**config.mk**
```make
export PLATFORM = sky130hd
export DESIGN_NAME = mod_enc_shiftrows_ctrl
export DESIGN_NICKNAME = d
export VERILOG_FILES = /design/src/rtl/aes_enc_pkg.sv /design/src/rtl/mod_enc_shifter.sv /design/src/rtl/mod_enc_shiftrows_ctrl.sv
export SDC_FILE = /design/constraint.sdc
export NUM_CORES = 1
export LEC_CHECK = 0
export BUFFER_PORTS_ARGS = -buffer_cell sky130_fd_sc_hd__buf_2
export CAP_MARGIN = 40
export CORE_UTILIZATION = 59
export CTS_BUF_LIST = sky130_fd_sc_hd__clkbuf_16
export DETAILED_ROUTE_END_ITERATION = 16
export PLACE_DENSITY = 0.95
export RECOVER_POWER = 100
export SYNTH_ARGS = -nofsm -noshare
export SYNTH_HDL_FRONTEND = slang
export SYNTH_SLANG_ARGS = --single-unit
```
**constraint.sdc**
```tcl
create_clock -name clk -period 4.6 [get_ports clk]
set_input_delay 0 -clock clk [delete_from_list [all_inputs] [get_ports clk]]
set_output_delay 0 -clock clk [all_outputs]
set_load 0.01 [all_outputs]
```
**src/rtl/aes_enc_pkg.sv**
```systemverilog
// Shared types for the AES encryption round datapath.
package aes_enc_pkg;

  localparam int AES_NB = 4;

  typedef logic [7:0]     byte_t;
  typedef byte_t [3:0]    row_t;
  typedef byte_t [15:0]   state_t;

  typedef enum logic [1:0] {
    IDLE  = 2'd0,
    FEED  = 2'd1,
    DRAIN = 2'd2,
    HOLD  = 2'd3
  } shr_state_e;

endpackage

```
**src/rtl/mod_enc_shifter.sv**
```systemverilog
// Single-row rotator. Each write rotates one 4-byte row left by the internal
// row index, then advances that index, so four writes cover rows 0..3.
module mod_enc_shifter #(
  parameter int NB = 4
) (
  input  logic               clk,
  input  logic               resetn,
  input  logic               wr_en,
  input  logic [NB-1:0][7:0] inp,
  output logic [NB-1:0][7:0] outp,
  output logic               done
);

  logic [1:0] r_q;

  // Rotate the written row by r, flag the row-3 result, and step r.
  always_ff @(posedge clk or negedge resetn) begin
    if (!resetn) begin
      r_q  <= '0;
      outp <= '0;
      done <= 1'b0;
    end else begin
      done <= wr_en && (r_q == 2'd3);
      if (wr_en) begin
        for (int i = 0; i < NB; i++)
          outp[i] <= inp[2'(i) + r_q];
        r_q <= r_q + 2'd1;
      end
    end
  end

endmodule

```
**src/rtl/mod_enc_shiftrows_ctrl.sv**
```systemverilog
// ShiftRows sequencer: streams the four rows of a latched state through one
// shifter, reassembles the rotated rows, and presents the result with a
// valid/ready handshake. Byte layout is column-major, k = 4*col + row, so a
// byte index is simply {col, row}.
module mod_enc_shiftrows_ctrl
  import aes_enc_pkg::*;
#(
  parameter int NB = AES_NB
) (
  input  logic                  clk,
  input  logic                  resetn,
  input  logic                  in_valid,
  output logic                  in_ready,
  input  logic [NB*NB-1:0][7:0] inp,
  output logic                  out_valid,
  input  logic                  out_ready,
  output logic [NB*NB-1:0][7:0] outp,
  output logic                  busy,
  output logic                  err
);

  shr_state_e state_q, state_d;

  logic [NB*NB-1:0][7:0] st_q;
  logic [NB*NB-1:0][7:0] res_q;
  logic [1:0]            wr_row;
  logic [1:0]            rd_row;
  logic                  cap_q;
  logic                  feed_wr;
  logic                  sh_wr_en;
  logic [NB-1:0][7:0]    sh_inp;
  logic [NB-1:0][7:0]    sh_outp;
  logic                  sh_done;
  logic                  accept;
  logic                  capture;

  // State register.
  always_ff @(posedge clk or negedge resetn) begin
    if (!resetn) state_q <= IDLE;
    else         state_q <= state_d;
  end

  // Next-state and handshake outputs.
  always_comb begin
    state_d   = state_q;
    in_ready  = 1'b0;
    out_valid = 1'b0;
    busy      = 1'b1;
    feed_wr   = 1'b0;
    case (state_q)
      IDLE: begin
        in_ready = 1'b1;
        busy     = 1'b0;
        if (in_valid) state_d = FEED;
      end
      FEED: begin
        feed_wr = 1'b1;
        if (wr_row == 2'd3) state_d = DRAIN;
      end
      DRAIN: state_d = HOLD;
      HOLD: begin
        out_valid = 1'b1;
        if (out_ready) state_d = IDLE;
      end
      default: state_d = IDLE;
    endcase
  end

  assign accept   = in_ready && in_valid;
  assign sh_wr_en = feed_wr;
  // A capture is only meaningful for writes this controller issued.
  assign capture  = cap_q && ((state_q == FEED) || (state_q == DRAIN));
  assign outp     = res_q;

  // Gather row wr_row from the latched state: byte of column i.
  always_comb begin
    for (int i = 0; i < NB; i++)
      sh_inp[i] = st_q[{2'(i), wr_row}];
  end

  mod_enc_shifter #(.NB(NB)) u_shifter (
    .clk    (clk),
    .resetn (resetn),
    .wr_en  (sh_wr_en),
    .inp    (sh_inp),
    .outp   (sh_outp),
    .done   (sh_done)
  );

  // Latch the input state on accept and walk the write row through FEED.
  always_ff @(posedge clk or negedge resetn) begin
    if (!resetn) begin
      st_q   <= '0;
      wr_row <= '0;
    end else if (accept) begin
      st_q   <= inp;
      wr_row <= '0;
    end else if (feed_wr) begin
      wr_row <= wr_row + 2'd1;
    end
  end

  // Scatter each shifter result back into its row, one cycle behind the
  // write, and flag any disagreement between shifter done and row 3.
  always_ff @(posedge clk or negedge resetn) begin
    if (!resetn) begin
      cap_q  <= 1'b0;
      res_q  <= '0;
      rd_row <= '0;
      err    <= 1'b0;
    end else begin
      cap_q <= sh_wr_en;
      if (accept) begin
        rd_row <= '0;
      end else if (capture) begin
        for (int i = 0; i < NB; i++)
          res_q[{2'(i), rd_row}] <= sh_outp[i];
        rd_row <= rd_row + 2'd1;
        if (sh_done != (rd_row == 2'd3)) err <= 1'b1;
      end
    end
  end

endmodule

```
==> flow_metrics.tcl, run 1 <==
set metrics [dict create \
    clk_pin_slew_worst_paths_ps 70 \
    crit_buf_inv 2 \
    crit_start "state_q[0]" \
    dieArea_um2 21900 \
    min_to "st_q[61]" \
    place_ws_ps 1500 \
    status "finished with violations" \
    synth_top_area_cell "dfrtp_1" \
    grt_start_max_net_pins 123 \
    cts_resized 0 \
    hpwl_mm 19.9 \
    die_x_um 148 \
    hold_depth 3 \
    h-tree-depth 1 \
    slowest_stage "clkbuf_1" \
    maxCapViolations 6 \
    placed_area_um2 14000 \
    worst_r2r_endpoint "outp[120]" \
    port_buffers 263 \
    antenna_found_initial 5 \
    swShare 0.358 \
    worst_slack_ps 1050 \
    drive_above_1_share 0.186 \
    worstHoldStart "inp[61]" \
    yosys_warnings 0 \
    netlist_instances 779 \
    coreArea_um2 21000 \
    cts_sinks 299 \
    synth.avg_cell_area_um2 16.1 \
    fin_nets 1310 \
    final_antenna_net_count 0 \
    max_freq_mhz 282 \
    setup_viol 0 \
    viasPerCell 5.76 \
    fillers 1266 \
    reg2reg_depth 6 \
    vias 8470 \
    p_sw_uw 3980 \
    grt_pass1_vias 8976 \
    finalPower_uw 11100 \
    synth_top_area_share 0.596 \
    numCtsBuffers 30 \
    r2r_setup_slack_ps 1050 \
    wl_mm 33.8 \
    dr.first_iter.drc_count 358 \
    tightest_slew_ps 2840 \
    end_kind "flop" \
    synth_cell_type_count 29 \
    crit_type "reg -> reg" \
    min_period_over_period 0.771 \
    start_util 0.599 \
    path_delay_family "buffers and inverters" \
    avgRoutedWirePerCell_um 23.0 \
    hold_buffers 131 \
    grt_overflow 0 \
    worstHoldPathType "in -> reg" \
    netlist_area_um2 12600 \
    crit_fanout 64 \
    p_int_uw 7130 \
    cp_cell_sequence "inv_1 -> ha_1 -> nand2_4 -> nand3_1 -> clkbuf_1 -> mux2_1" \
    slew_violations 326 \
    startpoint_type "flop" \
    fin_area_um2 16200 \
    drc 0 \
    routabilityCongestion 0.804 \
    pwr-share-comb 0.341 \
    clock_tree.buffer_depth 3 \
    seqPwrFrac 0.426 \
    cp.required_ps 5020 \
    syn_nets 922 \
    rsz0062_at_grt "false" \
    area_delta_synth_final_pct 28.9 \
    grt_pass1_wl_mm 51.6 \
    io_pins 264 \
    ys_ff_latch 299 \
    clkPwrFrac 0.233 \
    min_period_ps 3550 \
    p_leak_uw 0.00754 \
    slowest_delay_ps 1470 \
    crit_arrival_ps 3970 \
    yosysSeqAreaShare 0.596 \
    die_y_um 148 \
    final_hold_viol_count 0 \
    first_pass_iters 5 \
    maxSlewHeadroom -0.894 \
    violations "capacitance limit, slew limit" \
    row_count 53 \
    clockRootBuffer "clkbuf_16" \
    p_per_area_nw_per_um2 687 \
    fin_setup_tns_ps 0 \
    fin_worst_skew_ps 10.9 \
    insertion_delay_ps 550 \
    grt_usage 0.312 \
    yosys-top-cells-area "dfrtp_1 (60%), mux2_1 (22%), mux4_2 (5.2%)" \
    post_cts_buffers 0 \
    peakVddDrop_uv 417 \
    r2r-start "state_q[0]" \
    cts_tree "yes" \
]
## flip-flops by register name (all words and copies together), names as in the netlist, 2 cells and up
register,flops
u_shifter.outp,32
state_q,2
u_shifter.r_q,2
wr_row,2
rd_row,2
st_q,128
outp,128
## routing by layer
metal  wire, um  global-route usage
met1      13100               0.378
met2      17700               0.556
met3       1940              0.0599
met4       1180               0.116
met5          0                   0
## power by group through the flow
stage	sequential, uW	combinational (uW)	clock [uW]
4_1_cts	4630	3820	2570
3_5_place_dp	4660	3690	0
6_report	4730	3790	2590
2_1_floorplan	4410	2580	0
5_1_grt	4840	4040	2710
3_3_place_gp	4580	3540	0
## worst reg2reg max path: cells and delay by family (launching register included)
family | cells | cell delay (ps)
mux | 1 | 430
flops | 1 | 400
fa+ha+maj | 1 | 230
simple gates | 2 | 750
buf+inv | 2 | 1600
## how the worst max path moves through the flow
stage	end	slack, ps	cells after the start
floorplan	outp[0]	2750	7
global placement	outp[31]	1680	5
detailed placement	outp[120]	1500	5
CTS	outp[120]	1470	5
global route	outp[110]	810	6
finish	outp[120]	1050	6
## layout by cell type, fill, tap and decap left out, drive strengths merged
master and n:
a222oi 1, a31o 1, and2 2, buf 135, bufinv 6, clkbuf 169
clkinv 19, dfrtp 299, diode 5, dlygate4sd3 131, ha 11, inv 9
mux2 257, mux2i 35, mux4 32, nand2 4, nand2b 32, nand3 4
nor2 6, o21ai 1, o221ai 32, or2b 1, xnor2 2, xor2 2
## cell usage after synthesis
cell / n
a222oi_1: 1
a31o_1: 1
and2_1: 2
buf_1: 1
buf_12: 3
buf_2: 33
buf_4: 2
buf_6: 2
bufbuf_8: 1
clkbuf_1: 5
clkbuf_2: 1
clkinv_1: 2
dfrtp_1: 299
ha_1: 11
inv_1: 7
mux2_1: 247
mux2_2: 10
mux2i_1: 35
mux4_1: 3
mux4_2: 29
nand2_1: 4
nand2b_1: 32
nand3_1: 4
nor2_1: 6
o21ai_1: 1
o221ai_1: 32
or2b_1: 1
xnor2_1: 2
xor2_1: 2
## cell type report
class,count,area (um2),share of cell area
Sequential cell,299,7480,0.463
Multi-Input combinational cell,423,4740,0.293
Timing Repair Buffer,404,2530,0.157
Clock buffer,31,776,0.0479
Tap cell,275,344,0.0213
Clock inverter,25,259,0.0160
Inverter,9,33.8,0.00209
Antenna cell,5,12.5,0.000773
## cells by family after synthesis
family | Yosys count | share of synthesized area
xor gates and xnor gates | 4 | 0.00279
adders and majority gates | 11 | 0.0110
muxes | 324 | 0.317
AOI/OAI and AO/OA | 35 | 0.0242
and+or+nand+nor | 49 | 0.0221
buffers and inverters | 57 | 0.0273
DFF | 299 | 0.596
## per-stage QoR
stage          cells   util  hold WS [ps]
6_report        1471  0.772           191
5_1_grt         1471  0.772           208
4_1_cts         1464  0.781           140
3_5_place_dp    1277  0.669           110
3_3_place_gp    1277  0.669           104
2_1_floorplan    779      -          -296
(Power assumes the default switching activity.)
==> inputs of run 2 (changes only) <==
--- a/config.mk
+++ b/config.mk
@@ -7,10 +7,10 @@
 export LEC_CHECK = 0
 export BUFFER_PORTS_ARGS = -buffer_cell sky130_fd_sc_hd__buf_2
 export CAP_MARGIN = 40
-export CORE_UTILIZATION = 59
+export CORE_UTILIZATION = 55
 export CTS_BUF_LIST = sky130_fd_sc_hd__clkbuf_16
 export DETAILED_ROUTE_END_ITERATION = 16
-export PLACE_DENSITY = 0.95
+export PLACE_DENSITY = 0.9
 export RECOVER_POWER = 100
 export SYNTH_ARGS = -nofsm -noshare
 export SYNTH_HDL_FRONTEND = slang
==> constraint.sdc (replaced) <==
create_clock -name clk -period 3.6 [get_ports clk]
set_input_delay 0 -clock clk [delete_from_list [all_inputs] [get_ports clk]]
set_output_delay 0 -clock clk [all_outputs]
set_load 0.01 [all_outputs]
==> flow_metrics.tcl, run 2 (synthesis gave the netlist of run 1 again) <==
set metrics [dict create \
    cts_tree "yes" \
    dr.first_iter.drc_count 597 \
    min_period_over_period 0.802 \
    crit_arrival_ps 3310 \
    vias 8705 \
    maxSlewHeadroom -0.252 \
    crit_fanout 128 \
    r2r_setup_slack_ps 710 \
    p_leak_uw 0.00755 \
    max_freq_mhz 347 \
    cts_sinks 299 \
    drc 0 \
    avgRoutedWirePerCell_um 24.8 \
    min_period_ps 2890 \
    fillers 1349 \
    final_common_cell "dfrtp_1" \
    grt_pass1_vias 9575 \
    start_util 0.568 \
    fin_setup_tns_ps 0 \
    reg_top3 "outp: 128 flops, st_q: 128 flops, u_shifter.outp: 32 flops" \
    grt_pass1_wl_mm 56.3 \
    numCtsBuffers 30 \
    crit_type "reg -> reg" \
    slew_violations 235 \
    clockRootBuffer "clkbuf_16" \
    maxCapViolations 3 \
    die_x_um 153 \
    peakVddDrop_uv 493 \
    final_hold_viol_count 0 \
    startpoint_type "flop" \
    area_delta_synth_final_pct 28.7 \
    end_kind "flop" \
    dieArea_um2 23400 \
    p_per_area_nw_per_um2 880 \
    fin_worst_skew_ps 20.0 \
    coreArea_um2 22100 \
    layout_common_cells "dfrtp_1 (298), mux2_1 (247), clkbuf_1 (136)" \
    tightest_slew_ps 1880 \
    grt_usage 0.316 \
    fin_nets 1315 \
    first_pass_iters 5 \
    grt_overflow 0 \
    antenna_found_initial 3 \
    drive_above_1_share 0.189 \
    final_antenna_net_count 0 \
    post_cts_buffers 0 \
    clk_pin_slew_worst_paths_ps 60 \
    worstHoldPathType "in -> async" \
    h-tree-depth 1 \
    clock_tree.buffer_depth 3 \
    row_count 54 \
    status "finished with violations" \
    setup_viol 0 \
    hpwl_mm 21.0 \
    r2r-start "state_q[1]" \
    worst_r2r_endpoint "st_q[17]" \
    die_y_um 153 \
    holdWs_ps 153 \
    crit_end "st_q[17]" \
    port_buffers 263 \
    rsz0062_at_grt "false" \
    cp.required_ps 4020 \
    io_pins 264 \
    crit_start "state_q[1]" \
    wl_mm 36.5 \
    insertion_delay_ps 570 \
    routabilityCongestion 0.808 \
    violations "capacitance limit, slew limit" \
    reg2reg_depth 5 \
    grt_start_max_net_pins 131 \
    viasPerCell 5.91 \
]
-- run 2: cell types whose count changed in the layout (fill, tap and decap cells not counted), moves of 2 or more --
cell and delta:
bufinv_16 -2, buf_4 +2, inv_1 +4, diode_2 -4, clkinv_1 -6
-- run 2: area by class of cell --
type	instances	area [um2]	area share
antenna	1	2.50	0.000155
clock buffer	30	751	0.0464
clock inverter	22	210	0.0130
inverter	9	33.8	0.00209
multi-input combinational	423	4740	0.293
sequential	299	7480	0.463
tap	280	350	0.0217
timing repair buffer	409	2590	0.160
-- run 2: worst max-delay path, cell delays in order (launching register included) --
cell	delay [ps]
dfrtp_1	400
inv_1	110
ha_1	240
nand2_4	110
clkbuf_4	1260
mux2_1	430
-- run 2: through the flow --
step           setup slack (ps)  power, uW   util  instance area, um2  cells
3_5_place_dp               1280      10700  0.639               14100   1289
4_1_cts                    1230      14000  0.742               16400   1472
3_3_place_gp               1340      10400  0.639               14100   1289
5_1_grt                     634      14800  0.732               16200   1473
2_1_floorplan              1750       8930      -               12600    779
6_report                    714      14200  0.732               16200   1473
-- run 2: per-layer routing --
layer / up-vias / share of wire / track usage
li1: 3643 / - / -
met1: 4424 / 0.38 / 0.379
met2: 497 / 0.51 / 0.551
met3: 141 / 0.068 / 0.0624
met4: 0 / 0.049 / 0.146
met5: - / 0 / 0
-- run 2: worst min-delay path by stage --
stage                     to  slack (ps)  cells past startpoint
finish              outp[21]         150                      2
global route         st_q[0]         190                      3
CTS                 st_q[94]         180                      3
detailed placement  outp[16]         180                      1
global placement    outp[21]         170                      1
floorplan              cap_q        -300                      0
-- run 2: report_power, final --
| part | internal [uW] | leakage (uW) | switching [uW] | total [uW] |
|---|---|---|---|---|
| Combinational | 2360 | 0.00331 | 2680 | 5040 |
| Clock | 1790 | 0.000493 | 1320 | 3110 |
| Sequential | 4800 | 0.00374 | 1260 | 6060 |
-- run 2: repair_timing --
action	CTS	global route
endpoints found under the hold margin	260	0
endpoints found under the setup margin	0	0
hold buffers	131	0
resized for setup	0	0
